==> config.mk <==
export PLATFORM = sky130hd
export DESIGN_NAME = store_unit
export DESIGN_NICKNAME = d
export VERILOG_FILES = /design/src/rtl/store_pkg.sv /design/src/rtl/store_merge.sv /design/src/rtl/store_unit.sv
export SDC_FILE = /design/constraint.sdc
export NUM_CORES = 1
export LEC_CHECK = 0
export CAP_MARGIN = 20
export CORE_ASPECT_RATIO = 0.8
export CORE_MARGIN = 2
export CORE_UTILIZATION = 35
export CTS_CLUSTER_DIAMETER = 120
export DETAILED_ROUTE_END_ITERATION = 10
export PLACE_DENSITY = 0.59
export SLEW_MARGIN = 5
export SYNTH_ARGS = -nofsm -noshare
export SYNTH_HDL_FRONTEND = slang
export SYNTH_SLANG_ARGS = --single-unit
==> constraint.sdc <==
create_clock -name clk -period 3.95 [get_ports clk]
set_clock_uncertainty 0.2 [all_clocks]
set_input_delay 0.395 -clock clk [delete_from_list [all_inputs] [get_ports clk]]
set_output_delay 0.395 -clock clk [all_outputs]
set_load 0.01 [all_outputs]
==> src/rtl/store_pkg.sv <==
// rtl/store_pkg.sv - shared types and lane widths for the store engine
package store_pkg;

    localparam int BYTE_W = 8;
    localparam int HALF_W = 16;

    typedef enum logic [1:0] {
        ST_SW   = 2'b00,
        ST_SH   = 2'b01,
        ST_SB   = 2'b10,
        ST_RSVD = 2'b11
    } store_type_t;

    typedef enum logic [2:0] {
        S_IDLE,
        S_READ,
        S_WAIT,
        S_WRITE,
        S_DONE
    } store_state_t;

endpackage

==> src/rtl/store_merge.sv <==
// rtl/store_merge.sv - combinational lane merge of new store data into an old memory word
module store_merge
    import store_pkg::*;
(
    input  logic [31:0] old_word_i,
    input  logic [31:0] new_data_i,
    input  store_type_t type_i,
    input  logic [1:0]  byte_off_i,
    output logic [31:0] merged_o
);

    always_comb begin
        merged_o = old_word_i;
        case (type_i)
            ST_SW: merged_o = new_data_i;
            ST_SH: merged_o[{byte_off_i[1], 4'b0000} +: HALF_W] = new_data_i[HALF_W-1:0];
            ST_SB: merged_o[{byte_off_i, 3'b000} +: BYTE_W] = new_data_i[BYTE_W-1:0];
            default: merged_o = old_word_i;
        endcase
    end

endmodule

==> src/rtl/store_unit.sv <==
// rtl/store_unit.sv - multicycle store engine with read-modify-write for sub-word stores
// Optional alignment trap enabled by defining STORE_UNIT_ALIGN_CHECK_EN.
module store_unit
    import store_pkg::*;
#(
    parameter int MEM_LAT = 1
) (
    input  logic        clk,
    input  logic        reset,
    input  logic        start,
    input  logic [1:0]  store_type,
    input  logic [31:0] addr,
    input  logic [31:0] wdata,
    output logic [31:0] mem_addr,
    output logic        mem_rd,
    output logic        mem_wr,
    output logic [31:0] mem_din,
    input  logic [31:0] mem_dout,
    output logic        busy,
    output logic        done,
    output logic        misalign
);

    localparam logic [1:0] CNT_INIT = 2'(MEM_LAT - 1);

    store_state_t state_q, state_d;
    store_type_t  type_q, type_d;
    logic [31:0]  addr_q, addr_d, wdata_q, wdata_d;
    logic [1:0]   cnt_q, cnt_d;
    logic [31:0]  mem_addr_q, mem_addr_d, mem_din_q, mem_din_d;
    logic         rd_q, rd_d, wr_q, wr_d, busy_q, busy_d, done_q, done_d, mis_q, mis_d;

    store_type_t  in_type;
    store_type_t  cur_type;
    logic [31:0]  cur_addr, cur_wdata, merged_word;
    logic         misaligned;

    assign in_type = store_type_t'(store_type);

    // In IDLE the request is still on the inputs; afterwards only captured copies are used.
    assign cur_type  = (state_q == S_IDLE) ? in_type : type_q;
    assign cur_addr  = (state_q == S_IDLE) ? addr    : addr_q;
    assign cur_wdata = (state_q == S_IDLE) ? wdata   : wdata_q;

`ifdef STORE_UNIT_ALIGN_CHECK_EN
    assign misaligned = ((in_type == ST_SW) && (addr[1:0] != 2'b00)) ||
                        ((in_type == ST_SH) && addr[0]);
`else
    assign misaligned = 1'b0;
`endif

    store_merge u_merge (
        .old_word_i (mem_dout),
        .new_data_i (cur_wdata),
        .type_i     (cur_type),
        .byte_off_i (cur_addr[1:0]),
        .merged_o   (merged_word)
    );

    always_comb begin
        state_d   = state_q;
        type_d    = type_q;
        addr_d    = addr_q;
        wdata_d   = wdata_q;
        cnt_d     = cnt_q;
        mem_din_d = mem_din_q;
        mis_d     = 1'b0;
        case (state_q)
            S_IDLE: begin
                if (start) begin
                    type_d  = in_type;
                    addr_d  = addr;
                    wdata_d = wdata;
                    if (misaligned) begin
                        state_d = S_DONE;
                        mis_d   = 1'b1;
                    end else begin
                        case (in_type)
                            ST_SW:        state_d = S_WRITE;
                            ST_SH, ST_SB: state_d = S_READ;
                            default:      state_d = S_DONE;
                        endcase
                    end
                end
            end
            S_READ: begin
                state_d = S_WAIT;
                cnt_d   = CNT_INIT;
            end
            S_WAIT: begin
                if (cnt_q == 2'd0) state_d = S_WRITE;
                else               cnt_d   = cnt_q - 2'd1;
            end
            S_WRITE: state_d = S_DONE;
            S_DONE:  state_d = S_IDLE;
            default: state_d = S_IDLE;
        endcase
        // The merge register loads on the transition into WRITE (last WAIT cycle for RMW).
        if ((state_d == S_WRITE) && (state_q != S_WRITE)) mem_din_d = merged_word;
        rd_d       = (state_d == S_READ);
        wr_d       = (state_d == S_WRITE);
        done_d     = (state_d == S_DONE);
        busy_d     = (state_d != S_IDLE);
        mem_addr_d = busy_d ? {cur_addr[31:2], 2'b00} : 32'h0;
    end

    always_ff @(posedge clk or negedge reset) begin
        if (!reset) begin
            state_q    <= S_IDLE;
            type_q     <= ST_SW;
            addr_q     <= '0;
            wdata_q    <= '0;
            cnt_q      <= '0;
            mem_addr_q <= '0;
            mem_din_q  <= '0;
            rd_q       <= 1'b0;
            wr_q       <= 1'b0;
            busy_q     <= 1'b0;
            done_q     <= 1'b0;
            mis_q      <= 1'b0;
        end else begin
            state_q    <= state_d;
            type_q     <= type_d;
            addr_q     <= addr_d;
            wdata_q    <= wdata_d;
            cnt_q      <= cnt_d;
            mem_addr_q <= mem_addr_d;
            mem_din_q  <= mem_din_d;
            rd_q       <= rd_d;
            wr_q       <= wr_d;
            busy_q     <= busy_d;
            done_q     <= done_d;
            mis_q      <= mis_d;
        end
    end

    assign mem_addr = mem_addr_q;
    assign mem_din  = mem_din_q;
    assign mem_rd   = rd_q;
    assign mem_wr   = wr_q;
    assign busy     = busy_q;
    assign done     = done_q;
    assign misalign = mis_q;

endmodule

==> results of run 1 <==
## cell families after synthesis
logic type	Yosys count	share of synthesized area (%)
simple gates	185	12.8
flops	137	51.5
other cells	1	0.0563
mux	78	13.3
buf+inv	72	4.70
fa+ha+maj	4	0.752
compound gates	168	17.0
## routing by layer
layer | routed length, um | up-vias
li1 | - | 2615
met4 | 457 | 2
met1 | 9220 | 2763
met3 | 1690 | 36
met2 | 8980 | 236
met5 | 13 | -
## through the flow
stage	total power, W	utilization [%]
2_1_floorplan	0.00516	-
3_3_place_gp	0.00670	45.5
3_5_place_dp	0.00682	45.5
4_1_cts	0.00851	48.8
5_1_grt	0.00904	48.8
6_report	0.00846	48.8
## synth_stat cells (10+ instances only)
| cell type | n |
|---|---|
| nand3_1 | 20 |
| dfrtp_1 | 137 |
| nand2_1 | 98 |
| nand2b_1 | 14 |
| a22oi_1 | 15 |
| a22o_1 | 13 |
| inv_1 | 23 |
| nor2_1 | 32 |
| clkbuf_1 | 26 |
| a221oi_1 | 15 |
| buf_2 | 13 |
| a21oi_1 | 64 |
| o21ai_0 | 16 |
| mux2_2 | 65 |
| mux2i_1 | 10 |
## cells in the final DEF, fill, tap and decap left out, types with 3 or more instances in the layout
master             n
a221oi_1          15
buf_4             14
o22a_1             7
conb_1             3
a21oi_1           64
o31ai_1            7
nor2_1            32
nand2b_1          14
a22o_1            13
o21ai_0           16
bufinv_16          3
clkinvlp_4         3
nand3_1           20
o32ai_1            8
o211ai_1           9
dfrtp_1          137
o21ai_1            3
clkinv_4           4
ha_1               4
inv_1             23
mux2i_1           10
nand2_1           98
clkbuf_16         17
a22oi_1           15
mux2_2            65
clkdlybuf4s50_1  165
## power by group
group | leakage, nW | total [W] | internal, W | switching, W
combinational | 1.90 | 0.00424 | 0.00194 | 0.00230
clock | 0.289 | 0.00165 | 0.00101 | 0.000637
sequential | 1.65 | 0.00257 | 0.00212 | 0.000455
total | 3.84 | 0.00846 | 0.00507 | 0.00339
## cell type report
cell class | count | area, sq um
clock buffers | 18 | 439
flip-flops and latches | 137 | 3430
repair buffers | 181 | 1780
multi-input cells | 438 | 2950
fillers | 1765 | 9630
clock inverters | 13 | 170
well taps | 258 | 323
inverters | 25 | 93.8
## critical path: stages, from the launching register on
cell      delay [ns]
dfrtp_1         0.56
or3_2           0.55
nand2_1         0.08
nand2_1         0.08
ha_1            0.44
nor2b_1         0.08
o21ai_1         0.35
o32ai_1         0.15
a221oi_1        0.40
a21oi_1         0.14
## worst min-delay path by stage
stage,startpoint,to,slack [ns],depth (start not counted)
after global placement,cnt_q[1],cnt_q[1],0.28,2
final,wdata_q[4],wdata_q[4],0.31,1
after detailed placement,wdata_q[7],wdata_q[7],0.30,1
after global routing,addr_q[5],addr_q[5],0.32,1
after floorplan,reset,addr_q[0],-0.10,0
after CTS,wdata_q[7],wdata_q[7],0.31,1
## sequential cells by signal (all words and copies together), names as in the netlist
name,cells
addr_q,32
busy,1
mem_wr,1
wdata_q,32
mem_din,32
type_q,2
state_q,3
cnt_q,2
done,1
mem_rd,1
mem_addr,30
==> impl_summary.md, run 1 <==
Synthesis
The cell count after synthesis came out at 645. The async set-reset flop share out of synthesis is 100%. The number of warnings reported in the yosys synthesis log is 0.

The netlist uses 52 different library cells. Summed over its instances, the top area cell type makes up 51.5% of the synthesized netlist area. The synthesized netlist occupies a cell area of 6660 sq um. The count of flip-flops with a built-in enable after synthesis is 0. After synthesis, the cell types taking the most area are dfrtp_1 51%, mux2_2 11%, nand2_1 5.5%. After synthesis the netlist holds a flip-flop and latch count of 137. The biggest area contributor in the post-synthesis netlist is dfrtp_1. Averaged over all synthesized cells, the footprint is 10.3 sq um. The portion of the post-synthesis area used by sequential elements is 51.5%.

The dominant synthesized flop cell is dfrtp_1.

STA
The count of endpoints failing hold in the final timing report was 0. The total count of max-transition violations in the final report is 0. Based on the critical path, the design can be clocked at up to 314 MHz. Setup repair after global routing left no endpoint under its margin. The least setup slack across all paths after layout is 0.765 ns.

The portion of the clock cycle consumed by the worst path in the final layout is 80.6%. Setup violations remaining at the end of the flow were counted as 0. The post-route setup TNS is 0 ns. The transition time at the pin with the least slew margin is 0.950 ns.

The tightest hold path in the finished design has a slack of 0.306 ns. The tightest slew margin relative to the limit is 36.7%. The minimum period implied by the final worst setup slack is 3.18 ns.

Placed design
After legalization and detailed placement, the total HPWL measured 14,100 um. The routability congestion estimate from global placement is approximately 0.90. In this run the tool buffered the top-level ports with 166 buffer cells. The cell count after placement is between 1k and 1.5k. The post-placement cell area is 8560 sq um. Prior to clock tree synthesis, the placed netlist has a worst setup slack of 0.568 ns.

Global route
Global routing finished with a remaining overflow of 0. The met1 routing resource usage after global routing is 27.8%. The global routing stage identified its most utilized layer as met2. The number of global-route vias before repair is 5,752. Global routing consumed, on the met3 layer, 6.04% of the routing resources.

The routing usage on met2 is 31.3%. The number of antenna violations at the first check in global routing is 1. The first-pass GRT wire length is 31,300 um. Entering global routing, the biggest net connects 99 pins. The all-layer global routing usage is 20.5%.

Pwr
Summed over all cells, the static leakage comes to 3.84 nW. The worst-case IR drop observed on VDD is 355 uV. The ratio of total power to cell area is 922 nW/um^2.

CTS
The post-CTS setup-driven buffer insertion count is 0. The count of H-tree levels built during CTS is 4. The clock latency of the later-clocked register in the worst-skew pair is 0.42 ns. The CTS sink count is 137. Once the clock tree was built, the resizer swapped 0 gates to a different size. The CTS root buffer is clkbuf_16.

The buffer levels on the longest clock path is 2. The number of buffers inserted for hold repair after clock tree synthesis is 1. The number of buffers created by CTS is 17. After clock tree synthesis, the clock-pin slew on the worst setup and hold paths is 0.06 ns. TritonCTS built the clock tree.

Critical path
The critical path capture point is mem_din[13]. Data on the critical path is required at its endpoint by 4.01 ns. The launch point of the worst path is state_q[2]. The path type of the worst setup path is register to register. The flop-to-flop setup slack is 0.77 ns. The maximum fanout along the worst path is 12. The category of the worst setup path launch point is a register. The number of cells traversed by the worst register-to-register path is 9. The endpoint identified for the worst register-to-register timing path is mem_din[13]. The launch point of the worst reg-to-reg path is state_q[2]. For the worst setup path, the data arrival time is about 3.3 ns. The kind of capture point of the worst setup path is a register.

Die
The number of placed I/O pins is 170. The die extent in x is 158 um. The area enclosed by the die boundary is 20,200 sq um. The total number of placement rows is 45.

The height of the die is 127 um. The initial utilization of the core area, before any placement, comes to 35.4%. The core region is 18,800 sq um.

Drt
The wire length per cell is 19.0 um. The initial DRC count is 363. The detailed-route DRC error count is 0. Detailed routing inserted a total of about 5.7k vias. The routed wire length is 20,400 um. The number of vias per cell after detailed routing is roughly 5.3.

Once detail routing completed, the nets flagged for antenna violations numbered 0. The first-pass iteration count of the detailed router is 7.

Cells and area
The area added between synthesis and finish is 37.8%. The antenna diode count is 0. The net count reported at finish is 905. Cells with a size suffix above 1 make up 15.0% of the layout.

The post-route cell area is between 9000 and 10,000 sq um. The count of placed standard cells in the final layout, fillers left out is 1,070.

Hold path
The worst min-delay path category is register to register.

Run
Across the run, the number of max-cap violations was 0.

Run status
The flow ran to the end, and the final reports show no timing, DRC or antenna violations.
(Power assumes the default switching activity.)
==> inputs of run 2 (changes only) <==
PLACE_DENSITY = 0.62   (was 0.59)
clock period = 2.8 ns   (was 3.95 ns; I/O delays follow)
==> impl_summary.md, run 2 (synthesis gave the netlist of run 1 again) <==
Pwr
The share of total power in combinational logic is 53.4% (+3.3 points). The sequential fraction of design power was 28.7% (-1.7 points). The sum of internal, switching and leakage power is 0.0124 W (+47%).

The net load switching power was 0.00496 W (+46%). The worst voltage drop across the vdd grid came to 580 uV (+63%). The clock power share is 17.8% (-1.7 points). The internal power summed over all cells came to 0.00748 W (+47%). The ratio of total power to cell area is 1310 nW/um^2 (+43%). The leakage power is 3.98 nW (+3.7%). The fraction of power spent switching nets is 39.9% (-0.18 points).

CTS
The clock transition at the registers of the reported paths is 0.06 ns (about the same). The CTS root buffer is clkbuf_16. The CTS sink count is 137 (unchanged). The number of buffers created by CTS is 17 (unchanged).

The clock latency of the later-clocked register in the worst-skew pair is 0.42 ns (about the same). The post-CTS setup-driven buffer insertion count was 0 (unchanged). The count of H-tree levels built during CTS is 4 (unchanged).

The buffer levels on the longest clock path was 2 (unchanged). The CTS tree is done.

Hold path
The number of cells traversed by the worst hold path is 3 (+2). The worst min-delay path category is input pin to register.

Placed design
The post-placement cell area is 8820 sq um (+3.1%). The cell count after placement was 1,063 (+2.4%). The routability congestion estimate from global placement is 0.833 (-7.3%). The detailed placement HPWL was 14,500 um (+3.2%). The number of buffers added on ports is 166 (unchanged).

The setup slack at placement came to -0.194 ns (-0.762 ns).

Critical path
STA classifies the critical path endpoint as a register. The category of the worst setup path launch point is a register. The data arrival time of the critical path was 2.68 ns (-0.57 ns).

The maximum fanout along the worst path is 8 (-4). The number of cells traversed by the worst register-to-register path was 10 (+1). By startpoint and endpoint, the worst setup path is classified as register to register. The endpoint required time on the critical path came to 2.87 ns (-1.14 ns).

Cells and area
The area added between synthesis and finish is 42.2%. In the layout the commonest cells are 165 x clkdlybuf4s50_1, 137 x dfrtp_1, 96 x nand2_1, 65 x mux2_2, 64 x a21oi_1. The count of placed standard cells in the final layout, fillers left out is 1,095 (+2.3%). The share of cells above drive strength 1 was 19.0% (+4.0 points). The net count reported at finish was 930 (+2.8%). The most frequent standard cell in the layout excluding fill and tap cells is clkdlybuf4s50_1. The number of fill cells in the layout is 1,727 (-2.2%). The share of the core filled with cells came to 50.4% (+1.5 points). The post-route cell area is 9470 sq um (+3.2%). The antenna diode count is 0 (unchanged).

Global route
The all-layer global routing usage came to 20.9% (+0.46 points). The final global-route overflow total is 0 (unchanged). The number of global-route vias before repair is 6,116 (+6.3%). The maximum number of pins on one net before global-route repair is 68 (-31%). The first-pass GRT wire length came to 32,100 um (+2.8%). The number of antenna violations at the first check in global routing is 1 (unchanged).

Run status
The run finished with clean final reports.

STA
The transition time at the pin with the least slew margin came to 0.924 ns (-0.0260 ns). The final setup violation count was 0 (unchanged). The portion of the clock cycle consumed by the worst path in the final layout is 93.2% (+13 points). The count of endpoints failing hold in the final timing report is 0 (unchanged). The total count of max-transition violations in the final report was 0 (unchanged).

The least setup slack across all paths after layout is 0.190 ns (-0.575 ns). The tightest slew margin relative to the limit came to 38.4% (+1.7 points). The minimum period implied by the final worst setup slack is 2.61 ns (-0.575 ns). Setup repair after global routing left no endpoint under its margin. The maximum clock frequency is 383 MHz (+22%).

Drt
The initial DRC count was 322 (-11%). The post-route antenna net violation count was 0 (unchanged). The routed wire length is 20,600 um (+1.2%). The detailed-route DRC error count is 0 (unchanged). The wire length per cell was 18.8 um (-1.1%).

The number of vias per cell after detailed routing was 5.28 (about the same). The first-pass iteration count of the detailed router was 5 (-2). The via count is 5,786 (+2.4%).

Die
The number of placed I/O pins is 170 (unchanged). The height of the die was 127 um (unchanged). The effective utilization at floorplan is 35.4% (unchanged). The area enclosed by the die boundary is 20,200 sq um (unchanged). The placeable core region was 18,800 sq um (unchanged). The die extent in x is 158 um (unchanged).

The total number of placement rows is 45 (unchanged).

Run
The number of maximum-capacitance constraint violations is 0 (unchanged).
[run 2: worst max-delay path, cell delays in order, from the launching register on]
cell,delay (ns)
dfrtp_1,0.41
o31a_1,0.36
nor2_1,0.24
buf_4,0.17
inv_1,0.05
ha_1,0.20
nor2b_2,0.17
o21ai_4,0.12
o32ai_1,0.11
a221oi_1,0.31
a21oi_1,0.12
[run 2: timing repair]
item                       4_1_cts  5_1_grt
hold endpoints to repair        64        0
setup endpoints to repair        1       31
cloned                           0        0
hold buffers                     1        0
resized for setup                1       11
[run 2: final cells by class]
| class | instances | area, sq um | area share (%) |
|---|---|---|---|
| clock buffers | 19 | 443 | 4.68 |
| clock inverters | 12 | 141 | 1.49 |
| inverters | 25 | 95.1 | 1.00 |
| multi-input cells | 438 | 3040 | 32.1 |
| flip-flops and latches | 137 | 3430 | 36.2 |
| well taps | 258 | 323 | 3.41 |
| repair buffers | 206 | 2000 | 21.2 |
[run 2: metrics by stage]
| step | hold WS [ns] | setup TNS (ns) |
|---|---|---|
| 2_1_floorplan | -0.216 | -0.372 |
| 3_3_place_gp | 0.107 | -1.17 |
| 3_5_place_dp | 0.120 | -2.32 |
| 4_1_cts | 0.204 | 0 |
| 5_1_grt | 0.228 | 0 |
| 6_report | 0.221 | 0 |
[run 2: final timing paths]
| kind | end | slack, ns | startpoint |
|---|---|---|---|
| setup / recovery | mem_din[8] | 0.19 | state_q[2] |
| hold / removal | mem_addr[13] | 0.22 | addr[13] |
| setup reg to reg | mem_din[8] | 0.19 | state_q[2] |
| hold reg to reg | wdata_q[2] | 0.30 | wdata_q[2] |
| max in group asynchronous | mem_din[10] | 1.42 | reset |
| min in group asynchronous | mem_wr | 0.23 | reset |
[run 2: metal layers]
layer,global-route usage (%),up-vias,share of wire (%)
li1,-,2663,-
met1,27.0,2849,42
met3,6.72,44,8.7
met5,0,-,0.063
met4,9.01,2,3.0
met2,32.4,228,46
[run 2: power by group through the flow]
stage          registers, W  clock network (W)  logic, W
5_1_grt             0.00368            0.00237   0.00725
3_3_place_gp        0.00354                  0   0.00637
2_1_floorplan       0.00361                  0   0.00382
3_5_place_dp        0.00358                  0   0.00658
4_1_cts             0.00357            0.00227   0.00660
6_report            0.00357            0.00222   0.00665
==> RTL change 1: new RTL, flow settings as in run 1 <==
Build with the macro `STORE_UNIT_ALIGN_CHECK_EN` defined.
--- a/src/rtl/store_unit.sv
+++ b/src/rtl/store_unit.sv
@@ -1,4 +1,6 @@
 // rtl/store_unit.sv - multicycle store engine with read-modify-write for sub-word stores
 // Optional alignment trap enabled by defining STORE_UNIT_ALIGN_CHECK_EN.
+`define STORE_UNIT_ALIGN_CHECK_EN
+
 module store_unit
     import store_pkg::*;
Check against the original RTL: not equivalent (a bounded check fails within 4 cycles, from zero or initial values and one cycle with reset low).
==> RTL change 1 against run 1 <==
Routed wire length increased by 11%; critical endpoint is now mem_din[10]; total power decreased by 0.22%; non-clock buffer count increased by 4; area after synthesis increased by 7.0%; sequential cell count increased by 1; worst setup slack improved by 0.12 ns; largest power group unchanged; final area increased by 4.0%; worst hold slack got worse by 0.039 ns; global-route usage increased by 0.68 points.
==> RTL change 1: results (changes against run 1) <==
Cells and area
  – Post-route non-filler standard cell count: 1,239 (+16%)
  – Fillers: 1,990 (+13%)
  – Layout Nets: 1,067 (+18%)
  – Layout cells sized above 1: 8.624% (-6.4 points)

Synth
  – FFs w/ async S/R, synth: 100.0% (unchanged)
  – Yosys cell types: 50 (-3.8%)
  – Register area share after synthesis: 48.46% (-3.0 points)
  – YS warnings: 0 (unchanged)
  – Dominant cells by area after synthesis: dfrtp_1, nand2_1, a21oi_1
  – Avg Cell Area, Syn: 8.690 um2 (-16%)
  – Top cells by count, synth: nand2_1, dfrtp_1, a21oi_1

Outcome
  – Run status: finished clean

Power and ir drop
  – Clock network power: 1470 uW (-11%)
  – Total power: 8441 uW (-0.22%)
  – Leakage dissipation: 0.004129 uW (+7.6%)
  – Max rail drop VDD: 0.4120 mV (+16%)
  – Comb. pwr: 4430 uW (+4%)
  – Pint: 4763 uW (-6.0%)

Detailed routing
  – Total detailed-routing wirelength: 22,520 um (+11%)
  – Vias/cell: 5.221 (-1.2%)
  – First-pass DRT Iterations: 6 (-1)

Placement
  – RD Place Congestion: 0.8094 (-9.9%)
  – Detailed placement HPWL: 14,620 um (+3.9%)
  – PortBufs: 167 (+0.60%)
  – Placed instance area: 0.008996 mm2 (+5.1%)
  – Post-Place Worst Slack: 0.8308 ns (+0.2630 ns)

Global route
  – Vias in the first global route: 6,194 (+7.7%)
  – Global-route wire length before repair: 35,400 um (+13%)
  – Initial antenna violation count: 2 (+1)
  – Gr usage total: 21.14% (+0.68 points)
  – Largest net degree at the start of global routing: 84 (-15%)

STA
  – Relative slew slack: 37.94% (+1.3 points)
  – Worst hold margin: 0.2666 ns (-0.03902 ns)
  – # setup viols final: 0 (unchanged)

Clock tree
  – CTS max path bufs: 2 (unchanged)
  – Hold buffers post-CTS: 1 (unchanged)
  – Clock-pin slew on the worst setup and hold paths: 0.06 ns (about the same)

Critical path
  – Critical-path maximum fanout: 11 (-1)
  – Worst r2r src: state_q[2]
  – Critical Path AT: 3.16 ns (-0.09 ns)
  – Worst R2R End: mem_din[10]
  – Reg2reg setup slack: 0.89 ns (+0.12 ns)
  – Max incr delay on CP: 0.50 ns (-0.06 ns)

Min path
  – WHS Path Cells: 2 (+1)
  – Hold path endpoint: wdata_q[16]
  – HP Start: wdata_q[16]
-- RTL change 1: cells by family after synthesis --
| group | share of synthesized area, % |
|---|---|
| and+or+nand+nor | 22.55 |
| AOI/OAI and AO/OA | 17.49 |
| DFF | 48.46 |
| buffers and inverters | 5.127 |
| muxes | 5.619 |
| adders and majority gates | 0.7024 |
| other | 0.05263 |
-- RTL change 1: area by class of cell --
| type | count | area [um2] | share of cell area [%] |
|---|---|---|---|
| Sequential cell | 138 | 3453 | 36.19 |
| Multi-Input combinational cell | 605 | 3331 | 34.91 |
| Timing Repair Buffer | 185 | 1836 | 19.24 |
| Clock buffer | 18 | 439.2 | 4.603 |
| Tap cell | 264 | 330.3 | 3.462 |
| Clock inverter | 13 | 93.84 | 0.9835 |
| Inverter | 15 | 56.30 | 0.5901 |
| Antenna cell | 1 | 2.502 | 0.02623 |
-- RTL change 1: layer usage --
layer	vias to the layer above	global-route usage, %	routed length, um
met5	-	0	13
met4	2	6.238	354
met3	24	4.987	1778
met2	243	30.45	9632
met1	3110	31.38	10740
li1	3090	-	-
-- RTL change 1: worst register-to-register path: stages (launching register included) --
cell	delay (ns)
dfrtp_1	0.50
nor3_4	0.26
mux2i_1	0.48
inv_1	0.09
ha_1	0.38
nor2_1	0.09
o211ai_1	0.34
o22ai_1	0.15
a221oi_1	0.34
a21oi_1	0.12
-- RTL change 1: how the worst max path moves through the flow --
stage / to / cells past startpoint / startpoint / slack (ns)
3_3_place_gp: mem_din[31] / 8 / addr[0] / 0.88
6_report: mem_din[10] / 9 / state_q[2] / 0.89
3_5_place_dp: mem_din[15] / 9 / addr[0] / 0.83
5_1_grt: mem_din[15] / 9 / state_q[2] / 0.68
2_1_floorplan: mem_din[29] / 8 / state_q[2] / 1.11
4_1_cts: mem_din[2] / 7 / state_q[2] / 0.89
==> RTL change 2: new RTL, flow settings as in run 1 <==
Made on the original files. Encoding of `store_state_t`: now one-hot (5 bits for 5 states).
--- a/src/rtl/store_pkg.sv
+++ b/src/rtl/store_pkg.sv
@@ -12,10 +12,10 @@
     } store_type_t;
 
-    typedef enum logic [2:0] {
-        S_IDLE,
-        S_READ,
-        S_WAIT,
-        S_WRITE,
-        S_DONE
+    typedef enum logic [4:0] {
+        S_IDLE  = 5'b00001,
+        S_READ  = 5'b00010,
+        S_WAIT  = 5'b00100,
+        S_WRITE = 5'b01000,
+        S_DONE  = 5'b10000
     } store_state_t;
 
Function: same outputs for any inputs over 4 cycles, from zero or initial values and one cycle with reset low; so few cycles prove little.
==> RTL change 2 against run 1 <==
Final area increased by 4.6%; count of clock-buffer cells in the layout decreased by 1; total power is 4.4% lower; fmax decreased by 5.8%; sequential share of layout area decreased by 1.1 points; area after synthesis grew 6.1%; critical endpoint is now mem_din[4]; routed wire length up 9.7%; highest routed layer unchanged; global-route usage rose by 0.92 points; worst setup slack worse by 0.20 ns; largest power group unchanged; sequential cell count up 2.
==> RTL change 2: results (changes against run 1) <==
Detailed routing
  – Total detailed-routing wirelength: 22,350 um (+9.7%)
  – First-pass DRT Iterations: 6 (-1)
  – Initial DRC Count: 604 (+66%)
  – Post-Route M1 WL: 10,620 um (+15%)
  – Via Count: 6,283 (+11%)
  – Met2 WL: 9221 um (+2.7%)
  – WL met3: 2230 um (+32%)

Global route
  – Gr usage total: 21.38% (+0.92 points)
  – Global-route wire length before repair: 34,750 um (+11%)
  – Largest net degree at the start of global routing: 97 (-2.0%)
  – Vias in the first global route: 5,985 (+4.1%)

Outcome
  – Run status: finished clean

Synth
  – Dominant cells by area after synthesis: dfrtp_1, mux2_2, nand2_1
  – Avg Cell Area, Syn: 10.01 um2 (-3.0%)
  – Synth Area in Compound Gates: 22.17% (+5.2 points)
  – Post-Synth XOR/XNOR Area: 0.1239% (+0.12 points)

Cells and area
  – Post-route non-filler standard cell count: 1,138 (+6.4%)
  – Layout Nets: 967 (+6.9%)

Critical path
  – Worst R2R End: mem_din[4]
  – Max incr delay on CP: 0.77 ns (+0.21 ns)
  – R2r worst-path depth: 8 (-1)
  – Worst setup path startpoint: state_q[0]
  – CP max stage cell: o41ai_2
  – Critical-path maximum fanout: 8 (-4)

Power and ir drop
  – Max rail drop VDD: 0.4177 mV (+18%)
  – Leakage dissipation: 0.003895 uW (+1.5%)

Placement
  – RD Place Congestion: 0.8390 (-6.6%)
  – Post-Place Worst Slack: 0.6109 ns (+0.04314 ns)
  – Detailed placement HPWL: 14,980 um (+6.4%)
  – Placed instance area: 0.009014 mm2 (+5.3%)

Min path
  – HP Start: mem_din[27]
[RTL change 2: changes by cell type after synthesis, moves of 9 or more]
cell / before / now
o22ai_1: 0 / 31
a22oi_1: 15 / 36
inv_1: 23 / 9
nand2b_1: 14 / 1
nor2b_1: 1 / 12
clkbuf_1: 26 / 35
[RTL change 2: final cells by class]
class	count	area, um2
multi-input combinational	500	3314
tap	264	330.3
timing repair buffer	189	1851
inverter	13	48.80
sequential	139	3480
fill	1868	10190
antenna	1	2.502
clock inverter	15	152.6
clock buffer	17	425.4
[RTL change 2: worst min-delay path, stage by stage (launching register included)]
cell and delay (ns):
dfrtp_1 0.34, nand2_1 0.05, o21ai_1 0.06
[RTL change 2: power breakdown]
part | internal (uW) | switching (uW)
combinational | 1790 | 2200
sequential | 2090 | 427
clock | 889 | 698
total | 4760 | 3320
[RTL change 2: per-layer routing]
layer  vias to the layer above  GRT usage [%]
li1                       2909              -
met1                      3055          31.40
met2                       293          30.31
met3                        24          6.920
met4                         2          5.518
met5                         -              0
